`src/rtl/dmem_store_buffer.sv`:
```
// Posted-write store buffer between the core DMEM port and a handshaked memory.
// Stores queue in a circular FIFO and drain in order; loads forward from the youngest matching entry.
module dmem_store_buffer #(
  parameter int DEPTH  = 4,
  parameter int ADDR_W = 32,
  parameter int DATA_W = 32
) (
  input  logic              clk,
  input  logic              reset,
  input  logic              core_we,
  input  logic [ADDR_W-1:0] core_addr,
  input  logic [DATA_W-1:0] core_wdata,
  input  logic [ADDR_W-1:0] core_raddr,
  output logic [DATA_W-1:0] core_rdata,
  output logic              stall,
  output logic              empty,
  output logic              overflow,
  output logic              mem_req,
  output logic [ADDR_W-1:0] mem_addr,
  output logic [DATA_W-1:0] mem_wdata,
  input  logic              mem_ack,
  output logic [ADDR_W-1:0] mem_raddr,
  input  logic [DATA_W-1:0] mem_rdata
);

  localparam int PTR_W = $clog2(DEPTH);
  localparam int CNT_W = PTR_W + 1;

  typedef enum logic {IDLE, REQ} state_t;

  state_t            state_reg, state_next;
  logic [PTR_W-1:0]  wr_ptr_reg, rd_ptr_reg;
  logic [CNT_W-1:0]  count_reg, count_next;
  logic              overflow_reg;
  logic [ADDR_W-1:0] addr_mem [DEPTH];
  logic [DATA_W-1:0] data_mem [DEPTH];

  logic full, push, pop;
  logic [DEPTH-1:0] hit;

  assign full  = (count_reg == CNT_W'(DEPTH));
  assign pop   = (state_reg == REQ) && mem_ack;
  // A full buffer can still take a store when the head leaves in the same cycle.
  assign push  = core_we && (!full || pop);

  assign stall     = full;
  assign empty     = (count_reg == '0) && (state_reg == IDLE);
  assign overflow  = overflow_reg;
  assign mem_req   = (state_reg == REQ);
  assign mem_addr  = addr_mem[rd_ptr_reg];
  assign mem_wdata = data_mem[rd_ptr_reg];
  assign mem_raddr = core_raddr;

  always_comb begin
    count_next = count_reg;
    if (push && !pop)
      count_next = count_reg + CNT_W'(1);
    else if (!push && pop)
      count_next = count_reg - CNT_W'(1);
  end

  always_comb begin
    state_next = state_reg;
    case (state_reg)
      IDLE:    if (count_reg != '0) state_next = REQ;
      REQ:     if (mem_ack && count_next == '0) state_next = IDLE;
      default: state_next = IDLE;
    endcase
  end

  always_ff @(posedge clk or negedge reset) begin
    if (!reset) begin
      state_reg    <= IDLE;
      wr_ptr_reg   <= '0;
      rd_ptr_reg   <= '0;
      count_reg    <= '0;
      overflow_reg <= 1'b0;
    end else begin
      state_reg <= state_next;
      count_reg <= count_next;
      if (push) wr_ptr_reg <= wr_ptr_reg + PTR_W'(1);
      if (pop)  rd_ptr_reg <= rd_ptr_reg + PTR_W'(1);
      if (core_we && !push) overflow_reg <= 1'b1;
    end
  end

  always_ff @(posedge clk or negedge reset) begin
    if (!reset) begin
      for (int i = 0; i < DEPTH; i++) begin
        addr_mem[i] <= '0;
        data_mem[i] <= '0;
      end
    end else if (push) begin
      addr_mem[wr_ptr_reg] <= core_addr;
      data_mem[wr_ptr_reg] <= core_wdata;
    end
  end

  // An entry is live when its distance from the head is below count; the subtraction wraps.
  generate
    for (genvar gi = 0; gi < DEPTH; gi++) begin : g_entry
      logic [PTR_W-1:0] offset;
      assign offset  = PTR_W'(gi) - rd_ptr_reg;
      assign hit[gi] = ({1'b0, offset} < count_reg) &&
                       (addr_mem[gi][ADDR_W-1:2] == core_raddr[ADDR_W-1:2]);
    end
  endgenerate

  // Walk oldest to youngest so the last hit seen is the youngest store.
  always_comb begin
    logic [PTR_W-1:0] idx;
    idx        = rd_ptr_reg;
    core_rdata = mem_rdata;
    for (int k = 0; k < DEPTH; k++) begin
      idx = rd_ptr_reg + PTR_W'(k);
      if (hit[idx]) core_rdata = data_mem[idx];
    end
  end

endmodule

```
`config.mk`:
```
export PLATFORM = sky130hd
export DESIGN_NAME = dmem_store_buffer
export DESIGN_NICKNAME = d
export VERILOG_FILES = /design/src/rtl/dmem_store_buffer.sv
export SDC_FILE = /design/constraint.sdc
export NUM_CORES = 1
export LEC_CHECK = 0
export BUFFER_PORTS_ARGS = -buffer_cell sky130_fd_sc_hd__buf_2
export CORE_MARGIN = 5
export CORE_UTILIZATION = 60
export CTS_BUF_LIST = sky130_fd_sc_hd__clkbuf_4 sky130_fd_sc_hd__clkbuf_8
export CTS_CLUSTER_SIZE = 24
export DETAILED_ROUTE_END_ITERATION = 6
export PLACE_DENSITY_LB_ADDON = 0.05
export SLEW_MARGIN = 5
export SYNTH_ARGS = -nofsm -noshare
export SYNTH_HDL_FRONTEND = slang
export SYNTH_SLANG_ARGS = --single-unit
```
`constraint.sdc`:
```
create_clock -name clk -period 6.5 [get_ports clk]
set_clock_uncertainty 0.1 [all_clocks]
set_input_delay 1.3 -clock clk [delete_from_list [all_inputs] [get_ports clk]]
set_output_delay 1.3 -clock clk [all_outputs]
set_load 0.02 [all_outputs]
```
Word-level counts from Yosys, hierarchy flattened --
Cells that the tools add are included.
Operators by class: $lt $le $gt $ge 14, eq/ne operators 5, reduce and logical (&&, ||, !) cells 19, bitwise operators 6, muxes and demuxes 36, add/subtract/negate cells 10
Operators with widths (number):
- 32-bit two-way mux | 15
- 32-bit binary-select mux with 2-bit select | 5
- 128-bit bitwise mux | 2
- 30-bit equality test | 4
- 32-bit demux with 2-bit select | 1
- 3-bit >= comparator, second input constant | 5
- 2-bit NOT with 3-bit output | 5
- 1-bit logical AND | 12
- 2-bit by 3-bit less-than comparator with 1-bit output | 4
- 2-bit by 3-bit less-than comparator with 1-bit output, second input constant | 4
- 1-bit binary-select mux with 2-bit select | 4
- 3-bit logical NOT | 2
- 1-bit two-way mux | 6
- 3-bit two-way mux | 2
- 2-bit by 1-bit adder with 2-bit output, second input constant | 2
- 2-bit adder, second input constant | 2
- 1-bit by 2-bit subtractor with 2-bit output, first input constant | 2
- 2-bit subtractor, first input constant | 2
- 3-bit by 1-bit adder with 3-bit output, second input constant | 1
- 3-bit equality test, second input constant | 1
- 1-bit logical NOT | 3
- 3-bit by 1-bit less-than comparator with 1-bit output, second input constant | 1
- 3-bit nonzero test | 1
- 3-bit by 1-bit subtractor with 3-bit output, second input constant | 1
- other kinds (3) | 3
Word-level totals: register bits after elaboration 265, input port bits 132, output and inout bits 132

Logic depth before layout (Yosys ltp) --
Gate-level depths: netlist of the first run.
depth after elaboration 12, gate-level depth with buffers 15

Worst setup path after synthesis of the first run --
OpenSTA, ideal clock, no wires.
path kind input to output, start point input core_raddr[7], end point output core_rdata[10], data required time 5.100 ns, slack 1.448 ns, stages on the path 10, data arrival time 3.652 ns, path buffers 2, cell sequence clkbuf_1 > xnor2_1 > nand4_1 > nor4_4 > nand3_4 > nand4_1 > nand4_4 > buf_6 > a221o_1 > a222oi_1
Between the ends: cells in the longest elaborated chain, start to end 8, elaborated cells on any way between the ends 20
RTL lines:
- start, declared | line 13 | input logic [ADDR_W-1:0] core_raddr,
- 30-bit equality test | line 105 | (addr_mem[gi][ADDR_W-1:2] == core_raddr[ADDR_W-1:2]);
- 1-bit logical AND | line 104 | assign hit[gi] = ({1'b0, offset} < count_reg) &&
- 1-bit binary-select mux with 2-bit select | line 116 | if (hit[idx]) core_rdata = data_mem[idx];
- 1-bit two-way mux (not written as such) | line 116
- 32-bit two-way mux (3 in a row) | line 116
- 32-bit two-way mux (*) | line 116
- end, declared | line 14 | output logic [DATA_W-1:0] core_rdata,
Mark *: on every way between the ends. The rest lies on a longest branch, timed or not. The select of a mux whose other input is x is not followed.

Worst setup path in the final report of the first run --
start point register rd_ptr_reg[1], end point output core_rdata[24]
Between the ends: cells in the longest elaborated chain, start to end 9, elaborated cells on any way between the ends 43
RTL lines:
- start, declared | line 32 | logic [PTR_W-1:0] wr_ptr_reg, rd_ptr_reg;
- start signal, assigned | line 82 | if (pop) rd_ptr_reg <= rd_ptr_reg + PTR_W'(1);
- 1-bit by 2-bit subtractor with 2-bit output or 2-bit subtractor (tied branches) | line 103 | assign offset = PTR_W'(gi) - rd_ptr_reg;
- 2-bit by 3-bit less-than comparator with 1-bit output | line 104
- 1-bit logical AND | line 104
- 1-bit binary-select mux with 2-bit select | line 116
- 1-bit two-way mux (not written as such) | line 116
- 32-bit two-way mux (3 in a row) | line 116
- 32-bit two-way mux (*) | line 116
Marked as above.

==> results of run 1 <==
routing by layer:
metal / share of wire [%] / wire [um] / global-route usage (%) / up-vias
met1: 42 / 17400 / 35.3 / 5880
met4: 3.2 / 1340 / 9.03 / 4
met2: 50 / 20800 / 45.7 / 407
li1: - / - / - / 5345
met3: 5.7 / 2370 / 3.70 / 79
met5: 0.055 / 23 / 0 / -
cell families after synthesis:
logic type	Yosys count	synth area share, %
adders and majority gates	11	0.831
buffers and inverters	154	6.80
xor gates and xnor gates	124	6.83
and+or+nand+nor	139	4.54
DFF	265	40.0
muxes	449	31.7
AOI/OAI and AO/OA	188	9.26
critical path: cells and delay by family (launching register included):
family / cells / cell delay (ps)
buffers and inverters: 5 / 960
AOI/OAI and AO/OA: 4 / 1550
DFF: 1 / 650
adders and majority gates: 1 / 170
and+or+nand+nor: 4 / 910
cell usage after synthesis, types with 5 or more instances:
cell,count
inv_1,12
buf_8,9
nor3_1,5
buf_1,7
nor2_1,37
mux2i_1,129
ha_1,11
a222oi_1,32
clkbuf_8,15
mux2_2,288
buf_2,17
xnor2_1,104
buf_4,33
dfrtp_1,265
a221o_1,62
o21ai_0,34
a21oi_1,38
xor2_1,14
nand2_1,47
buf_6,18
nand4_1,24
mux4_2,32
xnor2_2,6
clkbuf_1,40
cell type report:
cell class              instances  area (um^2)
clock inverters                 8         70.1
fillers                      2105         8680
flip-flops and latches        265         6640
well taps                     372          465
repair buffers                275         1450
multi-input cells             911         8850
inverters                      13         51.3
clock buffers                  69          893
per-stage QoR:
| stage | hold slack (ps) | utilization, % | area, um^2 | power, uW | cells |
|---|---|---|---|---|---|
| 2_1_floorplan | 374 | - | 16600 | 7680 | 1330 |
| 3_3_place_gp | 384 | 64.4 | 17500 | 9120 | 1836 |
| 3_5_place_dp | 390 | 64.4 | 17500 | 9240 | 1836 |
| 4_1_cts | 403 | 68.0 | 18400 | 10900 | 1913 |
| 5_1_grt | 427 | 68.0 | 18400 | 11500 | 1913 |
| 6_report | 403 | 68.0 | 18400 | 10800 | 1913 |
final timing paths:
kind / cells after the start / slack, ps / to / startpoint
worst max-delay path: 14 / 320 / core_rdata[24] / rd_ptr_reg[1]$_DFFE_PN0P_
worst min-delay path: 1 / 400 / addr_mem[33]$_DFFE_PN0P_ / addr_mem[33]$_DFFE_PN0P_
worst max register to register: 6 / 3010 / addr_mem[2]$_DFFE_PN0P_ / count_reg[0]$_DFF_PN0_
worst min register to register: 1 / 400 / addr_mem[33]$_DFFE_PN0P_ / addr_mem[33]$_DFFE_PN0P_
max in group asynchronous: 2 / 4290 / data_mem[57]$_DFFE_PN0P_ / reset
min in group asynchronous: 1 / 700 / data_mem[71]$_DFFE_PN0P_ / reset
power breakdown:
part           total, uW  leakage, uW  internal [uW]  switching [uW]
combinational       5990      0.00442           2750            3240
sequential          3240      0.00313           2510             730
clock               1580     0.000507            912             670
==> flow_summary.yaml, run 1 <==
timing:
  period_needed_ps: 6180
  setup_ws_ps: 315
  max_freq_mhz: 162
  finalSetupTns_ps: 0
  slew_viol_final: 0
  finalSetupViolCount: 0
  worst_pin_slew_ps: 1150
  fin_crit_sh_pct: 95.1
  slew_headroom_pct: 23.3
  hold_viol: 0
  rsz0062_at_grt: "no"
worst_setup_path:
  cp.required_ps: 5100
  critPathMaxStageDelay_ps: 650
  cp_cell_sequence: "inv_1 -> nand2_1 -> nand2_1 -> inv_1 -> ha_1 -> inv_1 -> o2111ai_1 -> a2111oi_2 -> nand4_2 -> and3_1 -> a211o_1 -> buf_4 -> a222oi_1 -> buf_2"
  critPathSlowestCell: "dfrtp_4"
  cp_common_cell: "inv_1"
  crit_type: "reg2out"
  critPathLaunchType: "flip-flop"
  end_kind: "primary output"
  worstPathArrival_ps: 4780
  crit_path_max_fanout: 23
final_layout:
  mostFrequentLayoutCell: "mux2_2"
  final_cell_mix: "288 x mux2_2, 263 x dfrtp_1, 258 x buf_2"
  layout-drive-gt1-share_pct: 45.7
  area_growth_pct: 11.2
  nets: 1654
  diodes: 0
hold_path:
  min_path_type: "reg2reg"
floorplanning:
  initial_core_util_pct: 61.1
  dieArea_um2: 31000
  die_y_um: 176
  std_cell_rows: 60
  io_pins: 264
  core_area_um2: 27100
  die_x_um: 176
synthesis:
  syn_nets: 1473
  yosys_warnings: 0
  yosysUniqueCellTypes: 59
  synth_sequential_area_ratio_pct: 40.0
  synth_area_leaders: "dfrtp_1 40%, mux2_2 20%, mux2i_1 7.8%, xnor2_1 5.5%, mux4_2 4.3%"
  ys.flop_type: "dfrtp_1"
  ys_seq_elements: 265
  synth_largest_area_cell: "dfrtp_1"
  synth_cells: 1330
  synth-edff-count: 0
  synth_area_um2: 16600
  synthArstFlopShare_pct: 100
  yosysTopAreaCellShare_pct: 40.0
  avgSynthCellArea_um2: 12.5
placed_design:
  io_buffers: 259
  gp_congestion: 0.925
  preCtsSetupSlack_ps: 475
  hpwl_um: 27900
clocking:
  cts.sinks: 265
  cts_hold_buf: 0
  cts_resized: 0
  clk_pin_slew_ps: 60
  cts_tree: "done"
  clock_latency_ps: 550
  cts_root_buffer: "clkbuf_8"
  clock_path_buffers: 3
  cts_inserted_buffers: 45
  cts_setup_buffers: 0
  htreeDepth: 2
routing:
  drt-initial-drc-count: 762
  wl_per_cell_um: 21.9
  drt-pass1-iter-count: 7
  vias: 11700
  drt_wl_total_um: 41900
  drc: 1
  via_per_inst: 6.12
  antenna_left: 0
run_status:
  outcome: "finished, violations left"
  violations: "design-rule violations"
global_routing:
  grt_max_degree: 138
  grt_pass1_vias: 12000
  overflow: 0
  grt_pass1_wl_um: 66400
  track_usage_pct: 26.7
  grt_antenna_before_repair: 2
power_and_ir_drop:
  p_leak_uw: 0.00806
  ir_drop_mv: 0.339
  power_density_nw_per_um2: 587
run:
  drv_cap: 0
(Power assumes the default switching activity.)
==> run 2, diff against run 1 <==
--- a/config.mk
+++ b/config.mk
@@ -14,2 +14,3 @@
 export PLACE_DENSITY_LB_ADDON = 0.05
+export RECOVER_POWER = 100
 export SLEW_MARGIN = 5
--- a/constraint.sdc
+++ b/constraint.sdc
@@ -4,2 +4,2 @@
 set_output_delay 1.3 -clock clk [all_outputs]
-set_load 0.02 [all_outputs]
+set_load 0.1 [all_outputs]
==> flow_summary.yaml, run 2 (synthesis results as in run 1) <==
clocking:
  htreeDepth: 2
  cts_inserted_buffers: 46
  cts_tree: "done"
  cts_setup_buffers: 0
  clock_latency_ps: 570
  cts.sinks: 265
  clock_path_buffers: 3
  clk_pin_slew_ps: 60
  cts_root_buffer: "clkbuf_8"
  cts_hold_buf: 0
  cts_resized: 0
global_routing:
  grt_pass1_vias: 12100
  track_usage_pct: 27.3
  overflow: 0
  grt_antenna_before_repair: 3
  grt_pass1_wl_um: 67600
  grt_max_degree: 151
floorplanning:
  core_area_um2: 27100
  initial_core_util_pct: 61.1
  dieArea_um2: 31000
  io_pins: 264
  std_cell_rows: 60
  die_x_um: 176
  die_y_um: 176
timing:
  rsz0062_at_grt: "no"
  finalSetupViolCount: 0
  fin_crit_sh_pct: 96.3
  slew_headroom_pct: -147
  slew_viol_final: 591
  max_freq_mhz: 160
  hold_viol: 0
  period_needed_ps: 6260
  worst_pin_slew_ps: 3690
final_layout:
  mostFrequentLayoutCell: "mux2_2"
  final_cell_mix: "282 x mux2_2, 263 x dfrtp_1, 131 x buf_2"
  postLayoutCoreUtil_pct: 68.3
  seq_area_um2: 6640
  nFillCells: 2096
  multiInputGateArea_um2: 8860
  layout-drive-gt1-share_pct: 39.5
  fin_cells: 1913
  area_growth_pct: 11.7
  postLayoutCellArea_um2: 18500
  nets: 1655
run:
  drv_cap: 7
routing:
  drt-initial-drc-count: 882
  via_per_inst: 6.17
  drt-pass1-iter-count: 6
  antenna_left: 0
  drc: 0
  wl_per_cell_um: 22.3
  vias: 11800
  drt_wl_total_um: 42700
worst_setup_path:
  crit_type: "in2out"
  crit_path_max_fanout: 22
  worstPathArrival_ps: 4860
  critPathLaunchType: "input pin"
  end_kind: "primary output"
  cp.required_ps: 5100
hold_path:
  min_path_type: "reg2reg"
placed_design:
  dpl.cell_count: 1836
  placed_area_um2: 18000
  io_buffers: 259
  gp_congestion: 0.933
  hpwl_um: 28400
run_status:
  violations: "max-capacitance violations, max-slew violations"
  outcome: "finished, violations left"
run 2: cell types whose count changed in the layout (fill, tap and decap cells not counted), moves of 3 or more:
cell,change
clkbuf_2,+17
a21oi_2,+10
mux2_1,+6
a21oi_1,-10
buf_4,-3
buf_2,-127
buf_12,+17
nand2_1,+4
nand2_4,-4
clkbuf_8,-3
clkbuf_1,+95
mux2_2,-6
run 2: critical path, stage by stage:
cell,delay [ps]
buf_2,150
xnor2_1,440
nand4_1,360
nor4_4,380
nand3_4,190
and4_1,230
a211o_1,680
clkbuf_1,290
a222oi_1,310
clkbuf_2,510
run 2: through the flow:
step,worst slack (ps),hold WS [ps],setup TNS [ps]
after floorplan,-279,374,-8820
after global placement,316,348,0
after detailed placement,329,354,0
after CTS,314,367,0
after global routing,65.8,400,0
final,238,369,0
run 2: path summary, 6_finish.rpt:
kind	from	endpoint	slack (ps)	cells after the start
max	core_raddr[4]	core_rdata[23]	240	10
min	overflow$_DFFE_PN0P_	overflow$_DFFE_PN0P_	370	1
max reg2reg	count_reg[0]$_DFF_PN0_	data_mem[62]$_DFFE_PN0P_	1030	6
min reg2reg	overflow$_DFFE_PN0P_	overflow$_DFFE_PN0P_	370	1
max in group asynchronous	reset	addr_mem[102]$_DFFE_PN0P_	1320	2
min in group asynchronous	reset	data_mem[71]$_DFFE_PN0P_	1530	1
run 2: layout make-up:
| class | count | area share (%) |
|---|---|---|
| Inverter | 13 | 0.277 |
| Multi-Input combinational cell | 911 | 47.9 |
| Tap cell | 372 | 2.52 |
| Sequential cell | 265 | 35.9 |
| Timing Repair Buffer | 275 | 8.51 |
| Clock inverter | 10 | 0.318 |
| Antenna cell | 1 | 0.0135 |
| Clock buffer | 66 | 4.61 |
run 2: metal layers:
metal / vias up / GRT usage, % / share of wire, %
met1: 5902 / 34.6 / 40
met2: 455 / 47.1 / 50
met5: - / 0 / 0.049
met3: 80 / 4.78 / 6.9
met4: 4 / 10.2 / 3.6
li1: 5355 / - / -
Power of run 2 is not shown: default switching activity piles up to over one toggle a cycle in this logic, so the estimate is an artifact.
==> run 3, diff against run 2 <==
RECOVER_POWER = default   (was 100)
==> flow_summary.yaml, run 3 (synthesis results as in run 1) <==
floorplanning:
  die_y_um: 176
  initial_core_util_pct: 61.1
  io_pins: 264
  std_cell_rows: 60
  die_x_um: 176
  dieArea_um2: 31000
  core_area_um2: 27100
timing:
  max_freq_mhz: 161
  slew_viol_final: 0
  finalSetupTns_ps: 0
  fin_crit_sh_pct: 95.3
  finalSetupViolCount: 0
  hold_viol: 0
  hold-worst-slack_ps: 365
  period_needed_ps: 6190
  worst_pin_slew_ps: 1180
  rsz0062_at_grt: "no"
  slew_headroom_pct: 21.7
routing:
  drc: 6
  wl_per_cell_um: 22.3
  drt-initial-drc-count: 819
  antenna_left: 0
  drt-pass1-iter-count: 7
  vias: 11800
  drt_wl_total_um: 42600
  via_per_inst: 6.16
clocking:
  cts_root_buffer: "clkbuf_8"
  htreeDepth: 2
  cts_resized: 0
  clock_path_buffers: 3
  clk_pin_slew_ps: 60
  cts_tree: "done"
  cts_setup_buffers: 0
  cts_hold_buf: 0
  cts.sinks: 265
  clock_latency_ps: 570
  cts_inserted_buffers: 46
final_layout:
  postLayoutCellArea_um2: 18900
  layout-drive-gt1-share_pct: 46.3
  nets: 1655
  nFillCells: 2017
  mostFrequentLayoutCell: "mux2_2"
  area_growth_pct: 13.9
  seq_area_um2: 6640
  final_cell_mix: "288 x mux2_2, 263 x dfrtp_1, 226 x buf_2"
  multiInputGateArea_um2: 8890
global_routing:
  track_usage_pct: 27.3
  grt_antenna_before_repair: 3
  grt_pass1_vias: 12100
  grt_pass1_wl_um: 67600
  overflow: 0
  grt_max_degree: 151
worst_setup_path:
  crit_path_max_fanout: 22
  regToRegStartpoint: "count_reg[0]$_DFF_PN0_"
  crit_type: "in2out"
  cp.required_ps: 5100
  critPathLaunchType: "input pin"
  cp-startpoint: "core_raddr[4]"
  end_kind: "primary output"
  worstPathArrival_ps: 4790
placed_design:
  io_buffers: 259
  placed_area_um2: 18000
  hpwl_um: 28400
  gp_congestion: 0.933
run_status:
  outcome: "finished, violations left"
  violations: "design-rule violations"
hold_path:
  min_from: "overflow$_DFFE_PN0P_"
  min_path_type: "reg2reg"
run:
  drv_cap: 0
-- run 3: changes by cell type in the layout (fill, tap and decap cells not counted) --
cell,delta
buf_4,+4
clkbuf_2,-17
nand2_1,-4
buf_8,+1
clkbuf_1,-95
buf_12,+14
mux2_1,-6
buf_2,+95
a21boi_0,-1
nand2_4,+4
mux2_2,+6
clkbuf_4,-2
a21boi_1,+1
-- run 3: critical path: stages --
cell      delay [ps]
buf_2            150
xnor2_1          440
nand4_1          360
nor4_4           380
nand3_4          180
and4_1           220
a211o_1          680
buf_4            360
a222oi_1         470
buf_12           240
-- run 3: final timing paths --
kind | to | slack [ps] | cells past startpoint
setup / recovery | core_rdata[14] | 310 | 10
hold / removal | overflow$_DFFE_PN0P_ | 360 | 1
setup reg to reg | data_mem[58]$_DFFE_PN0P_ | 2930 | 6
hold reg to reg | overflow$_DFFE_PN0P_ | 360 | 1
max in group asynchronous | addr_mem[69]$_DFFE_PN0P_ | 4280 | 2
min in group asynchronous | data_mem[71]$_DFFE_PN0P_ | 680 | 1
-- run 3: through the flow --
step           utilization [%]  instances  setup slack, ps
5_1_grt                   69.6       1913              122
3_3_place_gp              66.3       1836              316
4_1_cts                   69.6       1912              314
6_report                  69.6       1913              305
2_1_floorplan                -       1330             -279
3_5_place_dp              66.3       1836              329
-- run 3: layout make-up --
class / count / area share [%]
Multi-Input combinational cell: 911 / 47.1
Sequential cell: 265 / 35.2
Clock buffer: 66 / 4.51
Antenna cell: 1 / 0.0133
Tap cell: 372 / 2.47
Inverter: 13 / 0.272
Clock inverter: 10 / 0.312
Timing Repair Buffer: 275 / 10.2
-- run 3: routing by layer --
layer,up-vias,wire [um],GRT usage (%)
li1,5353,-,-
met1,5912,17000,34.6
met2,441,21200,47.1
met3,83,2840,4.78
met4,4,1560,10.2
met5,-,21,0
Power of run 3 is left out for the same reason.
